`src/rtl/fwd_hazard_unit_pkg.sv`:
```
// Shared definitions for the forwarding / load-use hazard unit.
//   - Default data and register-index widths.
//   - Producer stage indices (EX is the youngest producer).
//   - FSM state encoding.
package fwd_hazard_unit_pkg;

  localparam int unsigned XlenDef = 32;
  localparam int unsigned RegwDef = 5;

  // Producer stage indices; a lower index means a younger producer.
  localparam int unsigned StgEx  = 0;
  localparam int unsigned StgMem = 1;

  typedef enum logic [0:0] {
    StRun   = 1'b0,
    StStall = 1'b1
  } state_e;

endpackage

```
`src/rtl/fwd_match_prio.sv`:
```
// Matches one ID source operand against all producer stages.
// Ports:
//   i_rs       - ID source register index
//   i_used     - instruction actually reads i_rs
//   i_prod_wr  - destination register of stage k (slice k)
//   i_prod_we  - stage k writes the register file
//   i_prod_rdy - stage k result is forwardable next cycle
//   o_hit      - some stage matches
//   o_idx      - winning (youngest) matching stage
//   o_rdy      - ready flag of the winning stage (1 when no hit)
module fwd_match_prio
  import fwd_hazard_unit_pkg::*;
#(
  parameter int unsigned REGW = RegwDef,
  parameter int unsigned NSTG = 2,
  parameter int unsigned IDXW = 1
) (
  input  logic [REGW-1:0]      i_rs,
  input  logic                 i_used,
  input  logic [NSTG*REGW-1:0] i_prod_wr,
  input  logic [NSTG-1:0]      i_prod_we,
  input  logic [NSTG-1:0]      i_prod_rdy,
  output logic                 o_hit,
  output logic [IDXW-1:0]      o_idx,
  output logic                 o_rdy
);

  always_comb begin
    o_hit = 1'b0;
    o_idx = IDXW'(StgEx);
    o_rdy = 1'b1;
    // Walk from oldest to youngest so the youngest match is the last one written.
    for (int k = NSTG - 1; k >= 0; k--) begin
      if (i_used && i_prod_we[k] && (i_prod_wr[k*REGW +: REGW] == i_rs) && (i_rs != '0)) begin
        o_hit = 1'b1;
        o_idx = IDXW'(k);
        o_rdy = i_prod_rdy[k];
      end
    end
  end

endmodule

```
`src/rtl/fwd_hazard_unit.sv`:
```
// Operand forwarding and load-use hazard unit.
// Compares the ID source registers against NSTG producer stages, registers a
// per-operand forward decision into ID/EX and drives the forwarded operands in EX.
// Ports:
//   i_clk, i_rst_n          - clock, synchronous active-low reset
//   i_id_rs1/2, i_id_rs1/2_used - ID source operands and their use flags
//   i_prod_wr/we/rdy        - per-stage producer destination, write enable, ready
//   i_fwd_src_data          - per-stage result of last cycle's occupant
//   i_ex_hold, i_flush      - EX freeze, squash of the ID instruction
//   o_fwd_a/b_sel, o_fwd_a/b_data - forward selects and forwarded operands
//   o_stall_id              - load-use stall (combinational)
//   o_stall_cnt             - saturating stall-cycle counter
module fwd_hazard_unit
  import fwd_hazard_unit_pkg::*;
#(
  parameter int unsigned XLEN = XlenDef,
  parameter int unsigned REGW = RegwDef,
  parameter int unsigned NSTG = 2,
  parameter int unsigned CNTW = 16
) (
  input  logic                 i_clk,
  input  logic                 i_rst_n,
  input  logic [REGW-1:0]      i_id_rs1,
  input  logic [REGW-1:0]      i_id_rs2,
  input  logic                 i_id_rs1_used,
  input  logic                 i_id_rs2_used,
  input  logic [NSTG*REGW-1:0] i_prod_wr,
  input  logic [NSTG-1:0]      i_prod_we,
  input  logic [NSTG-1:0]      i_prod_rdy,
  input  logic [NSTG*XLEN-1:0] i_fwd_src_data,
  input  logic                 i_ex_hold,
  input  logic                 i_flush,
  output logic                 o_fwd_a_sel,
  output logic                 o_fwd_b_sel,
  output logic [XLEN-1:0]      o_fwd_a_data,
  output logic [XLEN-1:0]      o_fwd_b_data,
  output logic                 o_stall_id,
  output logic [CNTW-1:0]      o_stall_cnt
);

  localparam int unsigned IDXW = (NSTG > 1) ? $clog2(NSTG) : 1;

  logic            w_hit_a, w_hit_b, w_rdy_a, w_rdy_b, w_stall;
  logic [IDXW-1:0] w_idx_a, w_idx_b;

  logic            r_sel_a, r_sel_b, w_sel_a_d, w_sel_b_d;
  logic [IDXW-1:0] r_idx_a, r_idx_b, w_idx_a_d, w_idx_b_d;
  logic [CNTW-1:0] r_stall_cnt, w_stall_cnt_d;
  state_e          r_state, w_state_d;

  fwd_match_prio #(
    .REGW(REGW),
    .NSTG(NSTG),
    .IDXW(IDXW)
  ) u_match_a (
    .i_rs      (i_id_rs1),
    .i_used    (i_id_rs1_used),
    .i_prod_wr (i_prod_wr),
    .i_prod_we (i_prod_we),
    .i_prod_rdy(i_prod_rdy),
    .o_hit     (w_hit_a),
    .o_idx     (w_idx_a),
    .o_rdy     (w_rdy_a)
  );

  fwd_match_prio #(
    .REGW(REGW),
    .NSTG(NSTG),
    .IDXW(IDXW)
  ) u_match_b (
    .i_rs      (i_id_rs2),
    .i_used    (i_id_rs2_used),
    .i_prod_wr (i_prod_wr),
    .i_prod_we (i_prod_we),
    .i_prod_rdy(i_prod_rdy),
    .o_hit     (w_hit_b),
    .o_idx     (w_idx_b),
    .o_rdy     (w_rdy_b)
  );

  // A flushed ID instruction never needs to wait; stall is also quiet in reset.
  assign w_stall = i_rst_n & ~i_flush & ((w_hit_a & ~w_rdy_a) | (w_hit_b & ~w_rdy_b));

  always_comb begin
    w_sel_a_d     = r_sel_a;
    w_sel_b_d     = r_sel_b;
    w_idx_a_d     = r_idx_a;
    w_idx_b_d     = r_idx_b;
    w_stall_cnt_d = r_stall_cnt;
    w_state_d     = r_state;

    if (i_flush || (!i_ex_hold && w_stall)) begin
      w_sel_a_d = 1'b0;
      w_sel_b_d = 1'b0;
    end else if (!i_ex_hold) begin
      w_sel_a_d = w_hit_a;
      w_sel_b_d = w_hit_b;
      w_idx_a_d = w_idx_a;
      w_idx_b_d = w_idx_b;
    end

    if (w_stall && (r_stall_cnt != '1)) begin
      w_stall_cnt_d = r_stall_cnt + CNTW'(1);
    end

    unique case (r_state)
      StRun:   if (w_stall)  w_state_d = StStall;
      StStall: if (!w_stall) w_state_d = StRun;
      default: w_state_d = StRun;
    endcase
  end

  always_ff @(posedge i_clk) begin
    if (!i_rst_n) begin
      r_sel_a     <= 1'b0;
      r_sel_b     <= 1'b0;
      r_idx_a     <= '0;
      r_idx_b     <= '0;
      r_stall_cnt <= '0;
      r_state     <= StRun;
    end else begin
      r_sel_a     <= w_sel_a_d;
      r_sel_b     <= w_sel_b_d;
      r_idx_a     <= w_idx_a_d;
      r_idx_b     <= w_idx_b_d;
      r_stall_cnt <= w_stall_cnt_d;
      r_state     <= w_state_d;
    end
  end

  always_comb begin
    o_fwd_a_data = '0;
    o_fwd_b_data = '0;
    for (int k = 0; k < NSTG; k++) begin
      if (r_sel_a && (r_idx_a == IDXW'(k))) o_fwd_a_data = i_fwd_src_data[k*XLEN +: XLEN];
      if (r_sel_b && (r_idx_b == IDXW'(k))) o_fwd_b_data = i_fwd_src_data[k*XLEN +: XLEN];
    end
  end

  assign o_fwd_a_sel = r_sel_a;
  assign o_fwd_b_sel = r_sel_b;
  assign o_stall_id  = w_stall;
  assign o_stall_cnt = r_stall_cnt;

endmodule

```
`config.mk`:
```
export PLATFORM = sky130hd
export DESIGN_NAME = fwd_hazard_unit
export DESIGN_NICKNAME = d
export VERILOG_FILES = /design/src/rtl/fwd_hazard_unit_pkg.sv /design/src/rtl/fwd_match_prio.sv /design/src/rtl/fwd_hazard_unit.sv
export SDC_FILE = /design/constraint.sdc
export NUM_CORES = 1
export LEC_CHECK = 0
export ABC_AREA = 1
export CORE_UTILIZATION = 34
export CTS_BUF_LIST = sky130_fd_sc_hd__clkbuf_8 sky130_fd_sc_hd__clkbuf_16
export DETAILED_ROUTE_END_ITERATION = 16
export PLACE_DENSITY = 0.81
export SETUP_SLACK_MARGIN = 0.3
export SLEW_MARGIN = 20
export SYNTH_ARGS = -nofsm -noshare
export SYNTH_HDL_FRONTEND = slang
export SYNTH_SLANG_ARGS = --single-unit
```
`constraint.sdc`:
```
create_clock -name i_clk -period 2 [get_ports i_clk]
set_input_delay 0.4 -clock i_clk [delete_from_list [all_inputs] [get_ports i_clk]]
set_output_delay 0.4 -clock i_clk [all_outputs]
set_load 0.05 [all_outputs]
```
==> qor.txt, run 1 <==
Post-CTS Resized -> 227
sequential-to-total area share from yosys stat -> 17.4%
DP HPWL -> 9.37 mm
syn_nets -> 505
Synth warnings -> 0
xor/xnor share of the synthesized area -> 6.45%
Yosys cell types -> 28
proportion of synthesized area in mux cells -> 0%
Initial Utilization -> 35.7%
ys flop type -> dfxtp_1
GPL Wtd Cong -> 0.903
placed cell areas -> 0.00574 mm2
# clock sinks -> 20
Setup Fix Bufs, Post-CTS -> 28
Die Width -> 84.4 um
largest family of logic cells by synthesized area -> simple AND/OR/NAND/NOR gates
Hold Buf Count CTS -> 0
port buffer count -> 176
Root Driver -> clkbuf_8
num ports -> 177
Halt Stage -> clock tree synthesis
share of synthesized flip-flops with an asynchronous set or reset -> 0%
Seq cells post-synth -> 20
status -> aborted with a tool error
die height -> 84.4 um
Mapped Cells -> 410
Stop Error -> [ERROR DPL-0038] Utilization greater than 100%, impossible to legalize
cts bufs inserted -> 3
Std-Cell Rows -> 29
Syn Std Cell Area -> 0.00231 mm2
number of synthesized flops with an enable pin -> 0
clk buf depth -> 2
Synth Area in Adders -> 0.542%
Post-Synth Simple-Gate Area -> 33.4%
H-tree levels -> 1
syn avg cell area -> 5.63 um2
compound-cell area share of the yosys netlist -> 22.9%
## cell families after synthesis
family                     Yosys count
DFF                                 20
xor gates and xnor gates            17
adders and majority gates            1
buffers and inverters              114
AOI/OAI and AO/OA                   89
and+or+nand+nor                    169
## through the flow
step	setup slack, ns	hold WS (ns)	cells
after detailed placement	-0.430	0.480	666
after global placement	-0.288	0.466	666
after floorplan	0.158	0.474	410
## synth_stat cells, types with 2 or more instances
cell | number | area [um2]
inv_1 | 92 | 345
inv_2 | 5 | 18.8
nand4_1 | 17 | 106
nor2_1 | 27 | 101
nor2_2 | 4 | 25.0
buf_6 | 2 | 22.5
nand2_1 | 89 | 334
clkbuf_1 | 6 | 22.5
nand3_2 | 2 | 20.0
xor2_1 | 10 | 87.6
o22ai_1 | 64 | 400
xnor2_1 | 7 | 61.3
o21ai_1 | 2 | 10.0
nand3_1 | 20 | 100
a21oi_1 | 21 | 105
nor3_1 | 4 | 20.0
dfxtp_1 | 20 | 400
buf_1 | 7 | 26.3
buf_2 | 2 | 10.0
==> run 2, diff against run 1 <==
--- a/config.mk
+++ b/config.mk
@@ -6,11 +6,9 @@
 export NUM_CORES = 1
 export LEC_CHECK = 0
 export ABC_AREA = 1
-export CORE_UTILIZATION = 34
-export CTS_BUF_LIST = sky130_fd_sc_hd__clkbuf_8 sky130_fd_sc_hd__clkbuf_16
+export CORE_UTILIZATION = 20
 export DETAILED_ROUTE_END_ITERATION = 16
-export PLACE_DENSITY = 0.81
-export SETUP_SLACK_MARGIN = 0.3
+export PLACE_DENSITY_LB_ADDON = 0.15
 export SLEW_MARGIN = 20
 export SYNTH_ARGS = -nofsm -noshare
 export SYNTH_HDL_FRONTEND = slang
==> qor.txt, run 2 <==
status -> finished, final reports clean
top-count cell post-synth -> inv_1
Final period util -> 100%
most frequent cells in the layout -> inv_1 (85), nand2_1 (85), clkdlybuf4s50_1 (75), buf_12 (66), buf_4 (65)
Initial Utilization -> 20.9%
final-report max-slew violation count -> 0
Worst-path clk slew -> 0.05 ns
skew final -> 0.00123 ns
top post-synthesis cells by area -> dfxtp_1 (17%), o22ai_1 (17%), inv_1 (15%), nand2_1 (14%), nand4_1 (4.6%)
Die Width -> 109 um
RSZ-0062 raised after global routing -> true
Final Hold Viols -> 0
WL/cell -> 14.3 um
cell taking the most area after synthesis -> dfxtp_1
H-tree levels -> 1
Std-Cell Rows -> 38
Buf/Inv on CP -> 4
HP Class -> reg -> reg
Lkg Pwr -> 2.42 nW
die area -> 0.0120 mm2
Commonest cells post-synth -> inv_1 (92), nand2_1 (89), o22ai_1 (64), nor2_1 (27), a21oi_1 (21)
GPL Wtd Cong -> 0.838
Layout fillers -> 1,054
Required @ worst endpoint -> 1.60 ns
Synth top area share -> 17.4%
peak supply drop -> 239 uV
critical path arrival -> 1.60 ns
largest net degree at the start of global routing -> 33
port buffer count -> 176
DP HPWL -> 8.15 mm
sequential-to-total area share from yosys stat -> 17.4%
# clock sinks -> 20
Layout area overhead -> 131%
PD cells -> 245 mW/mm2
gr ovfl total -> 0
CTS tree -> yes
initial antenna violation count -> 1
die height -> 109 um
via-per-instance ratio -> 4.65
gr usage total -> 17.4%
Slew @ Worst Pin -> 0.500 ns
max reg flops -> 16
cts bufs inserted -> 3
Largest stage delay, worst path -> 0.21 ns
placed cell areas -> 0.00498 mm2
DR vias -> 3,570
Starting DRT DRC Count -> 103
syn avg cell area -> 5.63 um2
CP top delay family -> simple AND/OR/NAND/NOR gates
clk_lat worst skew -> 0.25 ns
num ports -> 177
# DRC -> 0
post-layout min period -> 2.00 ns
final setup violation count -> 0
share of synthesized flip-flops with an asynchronous set or reset -> 0%
critical path startpoint category -> primary input
Critical Path, Cell by Cell -> clkdlybuf4s15_1 -> inv_1 -> a21oi_2 -> nand3_1 -> nor2_2 -> nand2_1 -> nand2_1 -> nand2_2 -> nand2_4 -> nand2_2 -> inv_2 -> buf_12
final setup margin -> 0.000335 ns
first-pass GRT wire length -> 16.7 mm
Crit-path slowest cell -> clkdlybuf4s15_1
vias in the first global route -> 3,408
nets -> 724
Seq cells post-synth -> 20
Yosys cell types -> 28
final WL -> 11.0 mm
diodes inserted -> 0
PnR Total Power -> 0.00130 W
TritonRoute pass-1 iters -> 5
relative slew slack -> 66.6%
syn_nets -> 505
crit path kind -> in -> out
number of synthesized flops with an enable pin -> 0
core area -> 0.0110 mm2
Syn Std Cell Area -> 0.00231 mm2
post-route ant nets -> 0
max cap viols -> 0
layout cells sized above 1 -> 30.3%
Core Util, Final -> 48.3%
worst hold margin -> 0.495 ns
CP Capture Type -> output port
clk buf depth -> 2
finished layout cell area -> 0.00533 mm2
Synth warnings -> 0
pre-CTS WS -> -0.331 ns
Mapped Cells -> 410
Root Driver -> clkbuf_16
ys flop type -> dfxtp_1
crit path max fanout -> 3
FMAX -> 500 MHz
[run 2: cell counts after synthesis]
No cell type changed its count.
[run 2: repair_timing]
| item | CTS | global route |
|---|---|---|
| setup endpoints to repair | 16 | 8 |
| resized for setup | 49 | 37 |
| pin swaps | 17 | 18 |
| setup buffers | 28 | 2 |
| hold buffers | 0 | 0 |
| hold endpoints to repair | 0 | 0 |
[run 2: worst reg2reg max path, cell delays in order (launching register included)]
cell and delay, ns:
dfxtp_1 0.34, ha_1 0.20, nand3_2 0.12, or2_1 0.28, nand3b_4 0.21, nand3_2 0.11, buf_4 0.15, nand2_1 0.05
a21oi_1 0.13
[run 2: kinds of logic (layout without fill, tap and decap cells)]
| logic type | Yosys count | count (layout) | synth area share (%) |
|---|---|---|---|
| compound gates | 89 | 89 | 22.9 |
| xor+xnor | 17 | 17 | 6.45 |
| fa+ha+maj | 1 | 1 | 0.542 |
| simple gates | 169 | 169 | 33.4 |
| buf+inv | 114 | 332 | 19.3 |
| flops | 20 | 20 | 17.4 |
[run 2: where the power goes]
part | internal [W] | leakage [nW] | switching, W
clock | 0.000305 | 0.0442 | 0.000148
combinational | 0.000252 | 2.21 | 0.000195
sequential | 0.000402 | 0.161 | 0.00000202
[run 2: path summary, 6_finish.rpt]
check | from | to | slack, ns | cells past startpoint
max | i_prod_wr[3] | o_stall_id | 0.0003 | 12
min | o_stall_cnt[13] | o_stall_cnt[13] | 0.50 | 2
max reg2reg | o_stall_cnt[0] | o_stall_cnt[2] | 0.34 | 8
min reg2reg | o_stall_cnt[13] | o_stall_cnt[13] | 0.50 | 2
[run 2: area by class of cell]
| class | count | area (um2) | area share [%] |
|---|---|---|---|
| clock buffer | 4 | 88.8 | 1.67 |
| sequential | 20 | 400 | 7.51 |
| multi-input combinational | 276 | 1560 | 29.2 |
| timing repair buffer | 231 | 2740 | 51.5 |
| inverter | 97 | 364 | 6.83 |
| tap | 140 | 175 | 3.29 |
[run 2: metrics by stage]
stage | std cells | setup TNS [ns]
2_1_floorplan | 410 | -15.86
3_3_place_gp | 734 | -5.69
3_5_place_dp | 734 | -5.77
4_1_cts | 766 | 0
5_1_grt | 768 | -0.106
6_report | 768 | 0
[run 2: layer usage]
metal  track usage (%)  up-vias  share of wire (%)
met5                 0        -                  0
met1              19.1     1640                 39
li1                  -     1785                  -
met4              3.33        0               0.87
met3              3.38       10                8.8
met2              34.4      135                 51
No activity file was read; power rests on OpenSTA's default activity.
==> run 3, diff against run 2 <==
--- a/config.mk
+++ b/config.mk
@@ -8,7 +8,7 @@
 export ABC_AREA = 1
 export CORE_UTILIZATION = 20
 export DETAILED_ROUTE_END_ITERATION = 16
-export PLACE_DENSITY_LB_ADDON = 0.15
+export PLACE_DENSITY = 0.53
 export SLEW_MARGIN = 20
 export SYNTH_ARGS = -nofsm -noshare
 export SYNTH_HDL_FRONTEND = slang
==> qor.txt, run 3 (synthesis results as in run 2) <==
skew final -> 0.00443 ns
Initial Utilization -> 20.9%
gr ovfl total -> 0
relative slew slack -> 67.0%
HP Class -> reg -> reg
Std-Cell Rows -> 38
FMAX -> 503 MHz
Layout area overhead -> 126%
max cap viols -> 0
PnR Total Power -> 0.00123 W
# clock sinks -> 20
pre-CTS WS -> -0.427 ns
via-per-instance ratio -> 4.67
WL/cell -> 14.7 um
core area -> 0.0110 mm2
CP Capture Type -> output port
first-pass GRT wire length -> 16.2 mm
critical path startpoint category -> primary input
initial antenna violation count -> 0
die area -> 0.0120 mm2
port buffer count -> 176
H-tree levels -> 1
RSZ-0062 raised after global routing -> true
DR vias -> 3,448
final WL -> 10.9 mm
crit path max fanout -> 3
finished layout cell area -> 0.00522 mm2
area of the multi-input gates -> 0.00168 mm2
clk buf depth -> 2
Required @ worst endpoint -> 1.60 ns
final setup margin -> 0.0126 ns
placed cell areas -> 0.00492 mm2
Worst-path clk slew -> 0.06 ns
die height -> 109 um
Final period util -> 99.4%
layout cells sized above 1 -> 31.4%
most frequent cells in the layout -> inv_1 (85), nand2_1 (82), clkdlybuf4s50_1 (70), buf_12 (66), o22ai_1 (46)
final setup violation count -> 0
num ports -> 177
TritonRoute pass-1 iters -> 4
Die Width -> 109 um
Lkg Pwr -> 2.33 nW
vias in the first global route -> 3,268
nets -> 696
critical path arrival -> 1.59 ns
diodes inserted -> 0
# DRC -> 0
peak supply drop -> 268 uV
gr usage total -> 17.0%
max reg flops -> 16
post-layout min period -> 1.99 ns
Final Hold Viols -> 0
crit path kind -> in -> out
CTS tree -> yes
status -> finished, final reports clean
largest net degree at the start of global routing -> 33
Root Driver -> clkbuf_16
Slew @ Worst Pin -> 0.494 ns
Starting DRT DRC Count -> 80
commonest non-fill, non-tap cell in the layout -> inv_1
GPL Wtd Cong -> 0.852
Layout fillers -> 1,119
post-route ant nets -> 0
final-report max-slew violation count -> 0
clk_lat worst skew -> 0.25 ns
Sequential Area -> 400 um2
PD cells -> 236 mW/mm2
DP HPWL -> 8.33 mm
cts bufs inserted -> 3
==> run 3: cell count changes in the layout (fill, tap and decap cells not counted), moves of 3 or more <==
| cell | before | now |
|---|---|---|
| nand3_2 | 5 | 9 |
| nand2_1 | 85 | 82 |
| nand2_2 | 5 | 8 |
| buf_4 | 65 | 41 |
| o22ai_1 | 64 | 46 |
| clkdlybuf4s50_1 | 75 | 70 |
| o22ai_2 | 0 | 18 |
==> run 3: final cells by class <==
| cell class | count | area share (%) |
|---|---|---|
| timing repair buffer | 203 | 48.3 |
| multi-input combinational | 276 | 32.2 |
| sequential | 20 | 7.67 |
| inverter | 97 | 6.97 |
| tap | 140 | 3.35 |
| clock buffer | 3 | 1.44 |
==> run 3: metal layers <==
layer	wire length, um	global-route usage, %	up-vias
met4	176	4.48	0
met2	5430	32.5	132
met1	4340	19.1	1582
li1	-	-	1724
met3	929	3.32	10
met5	0	0	-
==> run 3: through the flow <==
stage / setup TNS (ns) / instances / utilization (%) / hold WS (ns)
after floorplan: -15.86 / 410 / - / 0.474
final: 0 / 739 / 47.3 / 0.502
after detailed placement: -7.26 / 727 / 44.6 / 0.489
after global placement: -6.77 / 727 / 44.6 / 0.481
after CTS: -0.0282 / 738 / 45.9 / 0.506
after global routing: -0.0654 / 739 / 47.3 / 0.541
==> run 3: power breakdown <==
part	internal (W)	total (W)	switching [W]
Clock	0.000264	0.000411	0.000147
Combinational	0.000228	0.000419	0.000191
Sequential	0.000401	0.000404	0.00000253
Total	0.000893	0.00123	0.000340
==> run 3: worst max-delay path: stages <==
cell and delay (ns):
dlygate4sd2_1 0.25, inv_1 0.08, nand2_1 0.07, nand3_2 0.11
nor2_4 0.13, nand3_1 0.09, nand2_1 0.09, nand2_2 0.07
nand2_4 0.06, nand2_2 0.05, inv_2 0.06, buf_12 0.13
==> run 3: final timing paths <==
path	start	to	slack [ns]	cells after the start
setup reg to reg	o_stall_cnt[0]	o_stall_cnt[13]	0.26	7
hold reg to reg	o_stall_cnt[9]	o_stall_cnt[9]	0.50	2
hold / removal	o_stall_cnt[9]	o_stall_cnt[9]	0.50	2
setup / recovery	i_prod_wr[5]	o_stall_id	0.01	12
==> run 3: repair_timing <==
action | in CTS | in global routing
pin swaps | 11 | 16
setup buffers | 8 | 1
resized for setup | 41 | 69
endpoints found under the setup margin | 34 | 33
hold buffers | 0 | 0
